[config.mk]
export PLATFORM = sky130hd
export DESIGN_NAME = branch_config_scheduler
export DESIGN_NICKNAME = d
export VERILOG_FILES = /design/src/rtl/branch_config_scheduler_pkg.sv /design/src/rtl/branch_config_scheduler_fifo.sv /design/src/rtl/branch_config_scheduler.sv
export SDC_FILE = /design/constraint.sdc
export NUM_CORES = 1
export LEC_CHECK = 0
export CAP_MARGIN = 20
export CORE_MARGIN = 2
export CORE_UTILIZATION = 45
export CTS_BUF_LIST = sky130_fd_sc_hd__clkbuf_8
export CTS_CLUSTER_DIAMETER = 100
export DETAILED_ROUTE_END_ITERATION = 8
export PLACE_DENSITY = 0.67
export SYNTH_ARGS = -nofsm -noshare
export SYNTH_HDL_FRONTEND = slang
export SYNTH_SLANG_ARGS = --single-unit
[constraint.sdc]
create_clock -name clock -period 6.3 [get_ports clock]
set_input_delay 0.63 -clock clock [delete_from_list [all_inputs] [get_ports clock]]
set_output_delay 0.63 -clock clock [all_outputs]
set_load 0.02 [all_outputs]
[src/rtl/branch_config_scheduler_pkg.sv]
// Shared Octavo definitions used by the branch configuration scheduler.
//   OCTAVO_THREAD_COUNT       : default number of hardware threads
//   OCTAVO_THREAD_COUNT_WIDTH : default width of a thread number
//   sched_state_e             : scheduler FSM state encoding
package branch_config_scheduler_pkg;

  localparam int OCTAVO_THREAD_COUNT       = 8;
  localparam int OCTAVO_THREAD_COUNT_WIDTH = 3;

  typedef enum logic [1:0] {
    ST_IDLE  = 2'd0,  // no queued request
    ST_WAIT  = 2'd1,  // head queued, waiting for its thread slot
    ST_WRITE = 2'd2   // wren cycle for the head entry
  } sched_state_e;

endpackage

[src/rtl/branch_config_scheduler_fifo.sv]
// Branch_Config_FIFO: small synchronous FIFO holding {thread, config} requests.
// Ports:
//   clk_i, rst_i  : clock, asynchronous active-high reset
//   push_i        : write push_data_i (ignored when full)
//   push_data_i   : entry to enqueue
//   pop_i         : drop the head entry (ignored when empty)
//   head_o        : oldest entry
//   second_o      : entry behind the head (valid only when count_o > 1)
//   count_o       : number of stored entries
module Branch_Config_FIFO
  import branch_config_scheduler_pkg::*;
#(
  parameter int WIDTH = 39,
  parameter int DEPTH = 4
) (
  input  logic                     clk_i,
  input  logic                     rst_i,
  input  logic                     push_i,
  input  logic [WIDTH-1:0]         push_data_i,
  input  logic                     pop_i,
  output logic [WIDTH-1:0]         head_o,
  output logic [WIDTH-1:0]         second_o,
  output logic [$clog2(DEPTH):0]   count_o
);

  localparam int AW = $clog2(DEPTH);
  localparam logic [AW:0] DEPTH_C = (AW+1)'(DEPTH);

  logic [WIDTH-1:0] mem_q [DEPTH];
  logic [AW-1:0]    wr_ptr_q;
  logic [AW-1:0]    rd_ptr_q;
  logic [AW:0]      count_q;
  logic             do_push;
  logic             do_pop;

  assign do_pop  = pop_i && (count_q != '0);
  assign do_push = push_i && (count_q != DEPTH_C);

  // Storage, pointers and occupancy; pointers wrap naturally (DEPTH is a power of two).
  always_ff @(posedge clk_i or posedge rst_i) begin
    if (rst_i) begin
      for (int i = 0; i < DEPTH; i++) begin
        mem_q[i] <= '0;
      end
      wr_ptr_q <= '0;
      rd_ptr_q <= '0;
      count_q  <= '0;
    end else begin
      if (do_push) begin
        mem_q[wr_ptr_q] <= push_data_i;
        wr_ptr_q        <= wr_ptr_q + AW'(1);
      end
      if (do_pop) begin
        rd_ptr_q <= rd_ptr_q + AW'(1);
      end
      case ({do_push, do_pop})
        2'b10:   count_q <= count_q + (AW+1)'(1);
        2'b01:   count_q <= count_q - (AW+1)'(1);
        default: count_q <= count_q;
      endcase
    end
  end

  assign head_o   = mem_q[rd_ptr_q];
  assign second_o = mem_q[rd_ptr_q + AW'(1)];
  assign count_o  = count_q;

endmodule

[src/rtl/branch_config_scheduler.sv]
// branch_config_scheduler: queues branch configuration writes and releases
// each one in the cycle the free-running slot counter (a mirror of the branch
// detector's write thread) equals the request's target thread.
// Ports:
//   clock, reset         : clock, asynchronous active-high reset
//   req_valid/req_ready  : request handshake (ready while the queue has room)
//   req_thread           : target thread of the request
//   req_config           : configuration word to write
//   wren, configuration  : registered write strobe and data (data 0 when idle)
//   pending              : number of queued requests
//   error                : one-cycle pulse after a request with an illegal thread
module branch_config_scheduler
  import branch_config_scheduler_pkg::*;
#(
  parameter int WORD_WIDTH         = 36,
  parameter int THREAD_COUNT       = OCTAVO_THREAD_COUNT,
  parameter int THREAD_COUNT_WIDTH = OCTAVO_THREAD_COUNT_WIDTH,
  parameter int INITIAL_THREAD     = 0,
  parameter int FIFO_DEPTH         = 4
) (
  input  logic                          clock,
  input  logic                          reset,
  input  logic                          req_valid,
  output logic                          req_ready,
  input  logic [THREAD_COUNT_WIDTH-1:0] req_thread,
  input  logic [WORD_WIDTH-1:0]         req_config,
  output logic                          wren,
  output logic [WORD_WIDTH-1:0]         configuration,
  output logic [$clog2(FIFO_DEPTH):0]   pending,
  output logic                          error
);

  localparam int PW = $clog2(FIFO_DEPTH) + 1;
  localparam int EW = THREAD_COUNT_WIDTH + WORD_WIDTH;
  localparam logic [THREAD_COUNT_WIDTH-1:0] LAST_SLOT    = THREAD_COUNT_WIDTH'(THREAD_COUNT - 1);
  localparam logic [THREAD_COUNT_WIDTH-1:0] INIT_SLOT    = THREAD_COUNT_WIDTH'(INITIAL_THREAD);
  localparam logic [THREAD_COUNT_WIDTH:0]   THREAD_LIMIT = (THREAD_COUNT_WIDTH+1)'(THREAD_COUNT);
  localparam logic [PW-1:0]                 DEPTH_C      = PW'(FIFO_DEPTH);
  localparam logic [PW-1:0]                 ONE_C        = PW'(1);

  sched_state_e                  state_q, state_d;
  logic [THREAD_COUNT_WIDTH-1:0] slot_q, slot_d;
  logic                          wren_q, wren_d;
  logic [WORD_WIDTH-1:0]         config_q, config_d;
  logic                          error_q, error_d;

  logic [PW-1:0]                 fifo_count;
  logic [EW-1:0]                 head;
  logic [EW-1:0]                 second;
  logic                          handshake;
  logic                          thread_ok;
  logic                          push;
  logic                          pop;

  // Entries are packed {thread, config}.
  logic [THREAD_COUNT_WIDTH-1:0] head_thread, second_thread;
  logic [WORD_WIDTH-1:0]         head_config, second_config;

  assign head_thread   = head[EW-1:WORD_WIDTH];
  assign head_config   = head[WORD_WIDTH-1:0];
  assign second_thread = second[EW-1:WORD_WIDTH];
  assign second_config = second[WORD_WIDTH-1:0];

  assign req_ready = (fifo_count < DEPTH_C);
  assign handshake = req_valid & req_ready;
  assign thread_ok = ({1'b0, req_thread} < THREAD_LIMIT);
  assign push      = handshake & thread_ok;
  assign pop       = (state_q == ST_WRITE);
  assign error_d   = handshake & ~thread_ok;

  Branch_Config_FIFO #(
    .WIDTH (EW),
    .DEPTH (FIFO_DEPTH)
  ) u_fifo (
    .clk_i       (clock),
    .rst_i       (reset),
    .push_i      (push),
    .push_data_i ({req_thread, req_config}),
    .pop_i       (pop),
    .head_o      (head),
    .second_o    (second),
    .count_o     (fifo_count)
  );

  // Next slot value, wrapping at THREAD_COUNT-1.
  always_comb begin
    if (slot_q == LAST_SLOT) begin
      slot_d = '0;
    end else begin
      slot_d = slot_q + THREAD_COUNT_WIDTH'(1);
    end
  end

  // FSM next state. WRITE is entered when the *next* slot matches, so the
  // registered wren lines up with the cycle the slot counter equals the thread.
  // From WRITE the entry behind the head is checked directly, which gives
  // back-to-back writes for consecutive threads.
  always_comb begin
    state_d  = state_q;
    wren_d   = 1'b0;
    config_d = '0;
    case (state_q)
      ST_IDLE: begin
        if (push) begin
          state_d = ST_WAIT;
        end else begin
          state_d = ST_IDLE;
        end
      end
      ST_WAIT: begin
        if (head_thread == slot_d) begin
          state_d  = ST_WRITE;
          wren_d   = 1'b1;
          config_d = head_config;
        end else begin
          state_d = ST_WAIT;
        end
      end
      ST_WRITE: begin
        if ((fifo_count > ONE_C) && (second_thread == slot_d)) begin
          state_d  = ST_WRITE;
          wren_d   = 1'b1;
          config_d = second_config;
        end else if ((fifo_count > ONE_C) || push) begin
          state_d = ST_WAIT;
        end else begin
          state_d = ST_IDLE;
        end
      end
      default: begin
        state_d = ST_IDLE;
      end
    endcase
  end

  // State, slot counter and registered outputs.
  always_ff @(posedge clock or posedge reset) begin
    if (reset) begin
      state_q  <= ST_IDLE;
      slot_q   <= INIT_SLOT;
      wren_q   <= 1'b0;
      config_q <= '0;
      error_q  <= 1'b0;
    end else begin
      state_q  <= state_d;
      slot_q   <= slot_d;
      wren_q   <= wren_d;
      config_q <= config_d;
      error_q  <= error_d;
    end
  end

  assign wren          = wren_q;
  assign configuration = config_q;
  assign pending       = fifo_count;
  assign error         = error_q;

endmodule

==> results of run 1 <==
[synthesized netlist by cell type (all sizes together)]
library cell / instances / area share
a21oi: 38 / 0.019
xor2: 3 / 0.0026
a21boi: 1 / 0.00075
o211ai: 1 / 0.00075
ha: 15 / 0.019
mux4: 4 / 0.0090
inv: 10 / 0.0038
conb: 1 / 0.00037
and4: 1 / 0.0011
dfrtp: 205 / 0.51
nor3: 1 / 0.00050
nand3: 1 / 0.0018
buf: 28 / 0.017
nor2: 41 / 0.015
clkbuf: 26 / 0.0097
xnor2: 10 / 0.0095
o2111ai: 1 / 0.0015
and3: 1 / 0.00063
o21ai: 42 / 0.021
a31o: 1 / 0.00088
nand2: 46 / 0.017
o32ai: 1 / 0.00088
mux2: 192 / 0.22
nor2b: 3 / 0.0019
o22ai: 36 / 0.041
mux2i: 76 / 0.076
[flip-flops by register name, summed over array words and instances, names as in the netlist]
signal and count:
state_q 2, wren 1, u_fifo.wr_ptr_q 2, slot_q 3, configuration 36, u_fifo.count_o 3
u_fifo.mem_q 156, u_fifo.rd_ptr_q 2
[power groups by stage]
stage	Clock (mW)	Combinational [mW]	Sequential [mW]
after floorplan	0	1.88	2.21
after CTS	1.24	2.25	2.37
after global placement	0	2.19	2.37
final	1.20	2.21	2.36
after detailed placement	0	2.24	2.39
after global routing	1.29	2.47	2.46
[metal layers]
metal / routed length [um] / global-route usage / share of wire
met1: 9490 / 0.243 / 0.48
met2: 9030 / 0.268 / 0.45
met3: 1000 / 0.0371 / 0.050
met4: 343 / 0.0538 / 0.017
met5: 13 / 0 / 0.00065
[how the worst min path moves through the flow]
stage	slack, ps	end	cells after the start
4_1_cts	490	u_fifo.mem_q[84]	1
5_1_grt	500	u_fifo.mem_q[23]	1
3_3_place_gp	470	u_fifo.mem_q[107]	1
2_1_floorplan	460	u_fifo.mem_q[101]	1
6_report	480	u_fifo.mem_q[34]	1
3_5_place_dp	480	u_fifo.mem_q[84]	1
[kinds of logic (layout without fill, tap and decap cells)]
kind of cell | Yosys count | after routing | synth area share
compound gates | 121 | 121 | 0.0860
simple gates | 94 | 94 | 0.0385
flops | 205 | 205 | 0.513
fa+ha+maj | 15 | 15 | 0.0188
mux | 272 | 272 | 0.301
xor+xnor | 13 | 13 | 0.0121
buf+inv | 64 | 166 | 0.0307
other cells | 1 | 1 | 0.000375
[worst max-delay path: stages, from the launching register on]
cell and delay, ps:
dfrtp_4 890, buf_4 660, mux4_2 420, xnor2_1 150, and4_4 250, nand3_4 540
o22ai_1 410
[stage by stage]
step / setup slack (ps) / hold slack (ps)
2_1_floorplan: 74.2 / 457
3_3_place_gp: 2930 / 466
3_5_place_dp: 2840 / 475
4_1_cts: 2830 / 489
5_1_grt: 2580 / 496
6_report: 2880 / 485
[cell usage in the layout (no fill, tap or decap), drive strengths merged, types with 3 or more instances in the layout]
cell / n
nor2: 41
xor2: 3
clkdlybuf4s50: 82
mux4: 4
ha: 15
inv: 22
dfrtp: 205
xnor2: 10
nor2b: 3
mux2i: 76
nand2: 46
mux2: 192
buf: 9
clkbuf: 47
o21ai: 42
a21oi: 38
o22ai: 36
clkinv: 5
[final cells by class]
type                       count  area [um^2]  share of cell area
clock buffer                  47          647              0.0551
clock inverter                18         77.6             0.00661
inverter                      10         45.0             0.00384
multi-input combinational    516         4590               0.391
sequential                   205         5140               0.438
tap                          280          350              0.0298
timing repair buffer          91          888              0.0757
==> impl_metrics.toml, run 1 <==
[layout]
area_growth_pct = 17.3
fillers = 1899
diodes = 0
layout-drive-gt1-share = 0.143
utilization = 0.538
fin_cells = 1167
nets = 918
stdcell_area_um2 = 11700

[pwr]
p_total_mw = 5.77
pwr_density_cell_nw_per_um2 = 491
switching_power_mw = 2.06
p_int_mw = 3.70
p_seq_frac = 0.410
pwr-share-clk = 0.208
p_leak_nw = 4.99
combinationalPowerShare = 0.383
ir_drop_mv = 0.245
switching_share = 0.358

[timing]
rsz0062_at_grt = "false"
skew_ps = 13.6
tightest_slew_ps = 998
final_max_slew_viol_count = 0
post-route-period-util = 0.542
hold_viol = 0
fmax_ghz = 0.293
setup_viol = 0
tns_ps = 0
max_slew_margin = 0.335
min_period_ps = 3420

[die]
start_util = 0.459
io-pin-count = 84
die_w_um = 153
dieArea_um2 = 23500
row_count = 54
core_area_um2 = 21800
die_h_um = 153

[drt]
firstDrtPassIters = 4
wl_um = 19900
vias = 6215
drtIter0Drc = 309
vias_per_cell = 5.33
drc = 0
final_antenna_net_count = 0
wl_per_cell_um = 17.0

[global_route]
grt_pass1_vias = 6202
global_route.overflow_total = 0
grt_max_degree = 86
antenna_found_initial = 1
grt_use_total = 0.172
grt_first_pass_wirelength_um = 32800

[cts]
clock-sinks = 205
ctsHoldBuffers = 0
cts-root-buf = "clkbuf_8"
clk_latency_ps = 520
cts.reportedPaths.clkPinSlew_ps = 60
cts_resized = 0
clockBufferDepth = 3
cts_setup_buffers = 0
cts_tree = "built"
cts_made_buffers = 37
htree_num_levels = 2

[placement]
portBuffers = 82
place_congestion = 0.709
dp_cells = 1102
placed_area_um2 = 11000
dp_hpwl_um = 12100

[outcome]
outcome = "finished, final reports clean"

[worst_setup_path]
rr_worst_depth = 6
critPathKind = "reg2reg"
crit_end = "configuration[32]"
cp.required_ps = 6710
cp_max_fo = 78
start_kind = "register"
regToRegStartpoint = "u_fifo.rd_ptr_q[0]"
worst-endpoint-arrival_ps = 3830
r2r-end = "configuration[32]"
worstSetupEndpointType = "register"
r2r_setup_slack_ps = 2880
cp-startpoint = "u_fifo.rd_ptr_q[0]"

[synth]
ys_seq_area_frac = 0.513
ys_seq_elements = 205
ys_types = 33
syn-cell-area_um2 = 10000
synth_nets = 842
syn_avg_cell_area_um2 = 12.8
yosysWarnings = 0
synthCells = 785

[min_path]
hold_class = "reg2reg"
worstHoldStart = "u_fifo.mem_q[34]"

[job]
max_cap_viol_count = 0
Power figures use the tool's default switching activity.
==> inputs of run 2 (changes only) <==
clock period = 3 ns   (was 6.3 ns; I/O delays follow)
==> run 2 against run 1 <==
  * Global-route usage about the same
  * Cell count barely moved
  * Die area stayed put
  * Largest power group is now combinational logic
  * First-iteration DRC count fell by 34%
  * Combinational power increased by 120%
  * Via count decreased by 0.19%
  * Largest cell class unchanged
  * Count of clock-buffer cells in the layout fell by 3
  * Non-clock buffer count grew 9
==> impl_metrics.toml, run 2 (same netlist as run 1, synthesis figures left out) <==
[die]
start_util = 0.459
io-pin-count = 84
die_w_um = 153
row_count = 54
dieArea_um2 = 23500
core_area_um2 = 21800
die_h_um = 153

[worst_setup_path]
rr_worst_depth = 6
r2r_setup_slack_ps = 470
cp_max_fo = 36
r2r-end = "configuration[21]"
critPathKind = "reg2reg"
worst-endpoint-arrival_ps = 2860
regToRegStartpoint = "u_fifo.rd_ptr_q[1]"
worstSetupEndpointType = "register"
start_kind = "register"
cp.required_ps = 3330

[timing]
skew_ps = 23.5
final_max_slew_viol_count = 0
hold_ws_ps = 291
hold_viol = 0
setup_viol = 0
fmax_ghz = 0.396
tns_ps = 0
min_period_ps = 2530
tightest_slew_ps = 1090
max_slew_margin = 0.271
rsz0062_at_grt = "false"
post-route-period-util = 0.842

[cts]
clk_latency_ps = 510
clock-sinks = 205
htree_num_levels = 2
cts.reportedPaths.clkPinSlew_ps = 60
cts_setup_buffers = 0
clockBufferDepth = 3
ctsHoldBuffers = 0
cts_tree = "built"
cts_made_buffers = 36
cts_resized = 0
cts-root-buf = "clkbuf_8"

[pwr]
ir_drop_mv = 0.503
pwr_density_cell_nw_per_um2 = 1020
p_leak_nw = 5.00

[drt]
vias_per_cell = 5.31
drtIter0Drc = 203
wl_per_cell_um = 16.9
vias = 6203
drc = 0
firstDrtPassIters = 6
wl_um = 19800
final_antenna_net_count = 0

[layout]
diodes = 0
nets = 926
largest_reg_flops = 156
final_common_cell = "dfrtp_1"
layout-drive-gt1-share = 0.144
stdcell_area_um2 = 11800
area_growth_pct = 17.5
regMostFlops = "u_fifo.mem_q"
final_cell_mix = "dfrtp_1, mux2_1, clkdlybuf4s50_1"

[global_route]
grt_first_pass_wirelength_um = 32800
grt_use_total = 0.172
antenna_found_initial = 0
grt_pass1_vias = 6282
global_route.overflow_total = 0
grt_max_degree = 125

[outcome]
outcome = "finished, final reports clean"

[placement]
portBuffers = 82
dp_hpwl_um = 12100
placed_area_um2 = 11100
place_congestion = 0.738

[job]
max_cap_viol_count = 0

[min_path]
hold_class = "in2async"
==> run 2: cell types whose count changed in the layout (fill, tap and decap cells not counted) <==
cell,before,now
buf_12,0,2
clkinv_2,5,1
inv_8,1,0
buf_4,9,16
clkbuf_8,47,44
==> run 2: per-stage QoR <==
step,total power [mW],util,setup WS [ps],cells
6_report,12.0,0.539,475,1168
5_1_grt,13.0,0.539,357,1168
4_1_cts,12.2,0.539,460,1168
3_5_place_dp,9.75,0.509,460,1111
3_3_place_gp,9.58,0.509,535,1111
2_1_floorplan,8.60,-,41.7,785
==> run 2: cell type report <==
type                       instances  area, um^2
tap                              280         350
clock inverter                    13        50.0
clock buffer                      44         606
multi-input combinational        516        4590
inverter                          10        41.3
fill                            1891       10100
sequential                       205        5140
timing repair buffer             100         981
==> run 2: worst max path at each step <==
stage / cells past startpoint / slack (ps) / to / startpoint
after floorplan: 1 / 40 / configuration[0] / reset
after global placement: 6 / 540 / configuration[11] / u_fifo.rd_ptr_q[1]
after detailed placement: 6 / 460 / configuration[19] / u_fifo.rd_ptr_q[1]
after CTS: 6 / 460 / configuration[19] / u_fifo.rd_ptr_q[1]
after global routing: 4 / 360 / configuration[4] / u_fifo.rd_ptr_q[1]
final: 6 / 470 / configuration[21] / u_fifo.rd_ptr_q[1]
==> run 2: where the power goes <==
part	internal (mW)	switching, mW	leakage, nW
Sequential	3.99	0.791	2.52
Combinational	2.43	2.44	2.10
Clock	1.30	1.06	0.384
==> run 2: per-layer routing <==
layer,vias to the layer above,global-route usage,part of all wire
li1,2960,-,-
met1,3110,0.250,0.50
met2,105,0.265,0.44
met3,28,0.0380,0.045
met4,0,0.0410,0.016
met5,-,0,0
==> run 2: critical path: stages, from the launching register on <==
cell and delay [ps]:
dfrtp_4 640, mux4_2 570, xnor2_1 150, and4_4 170, nand3_4 70, buf_4 570, o22ai_1 190
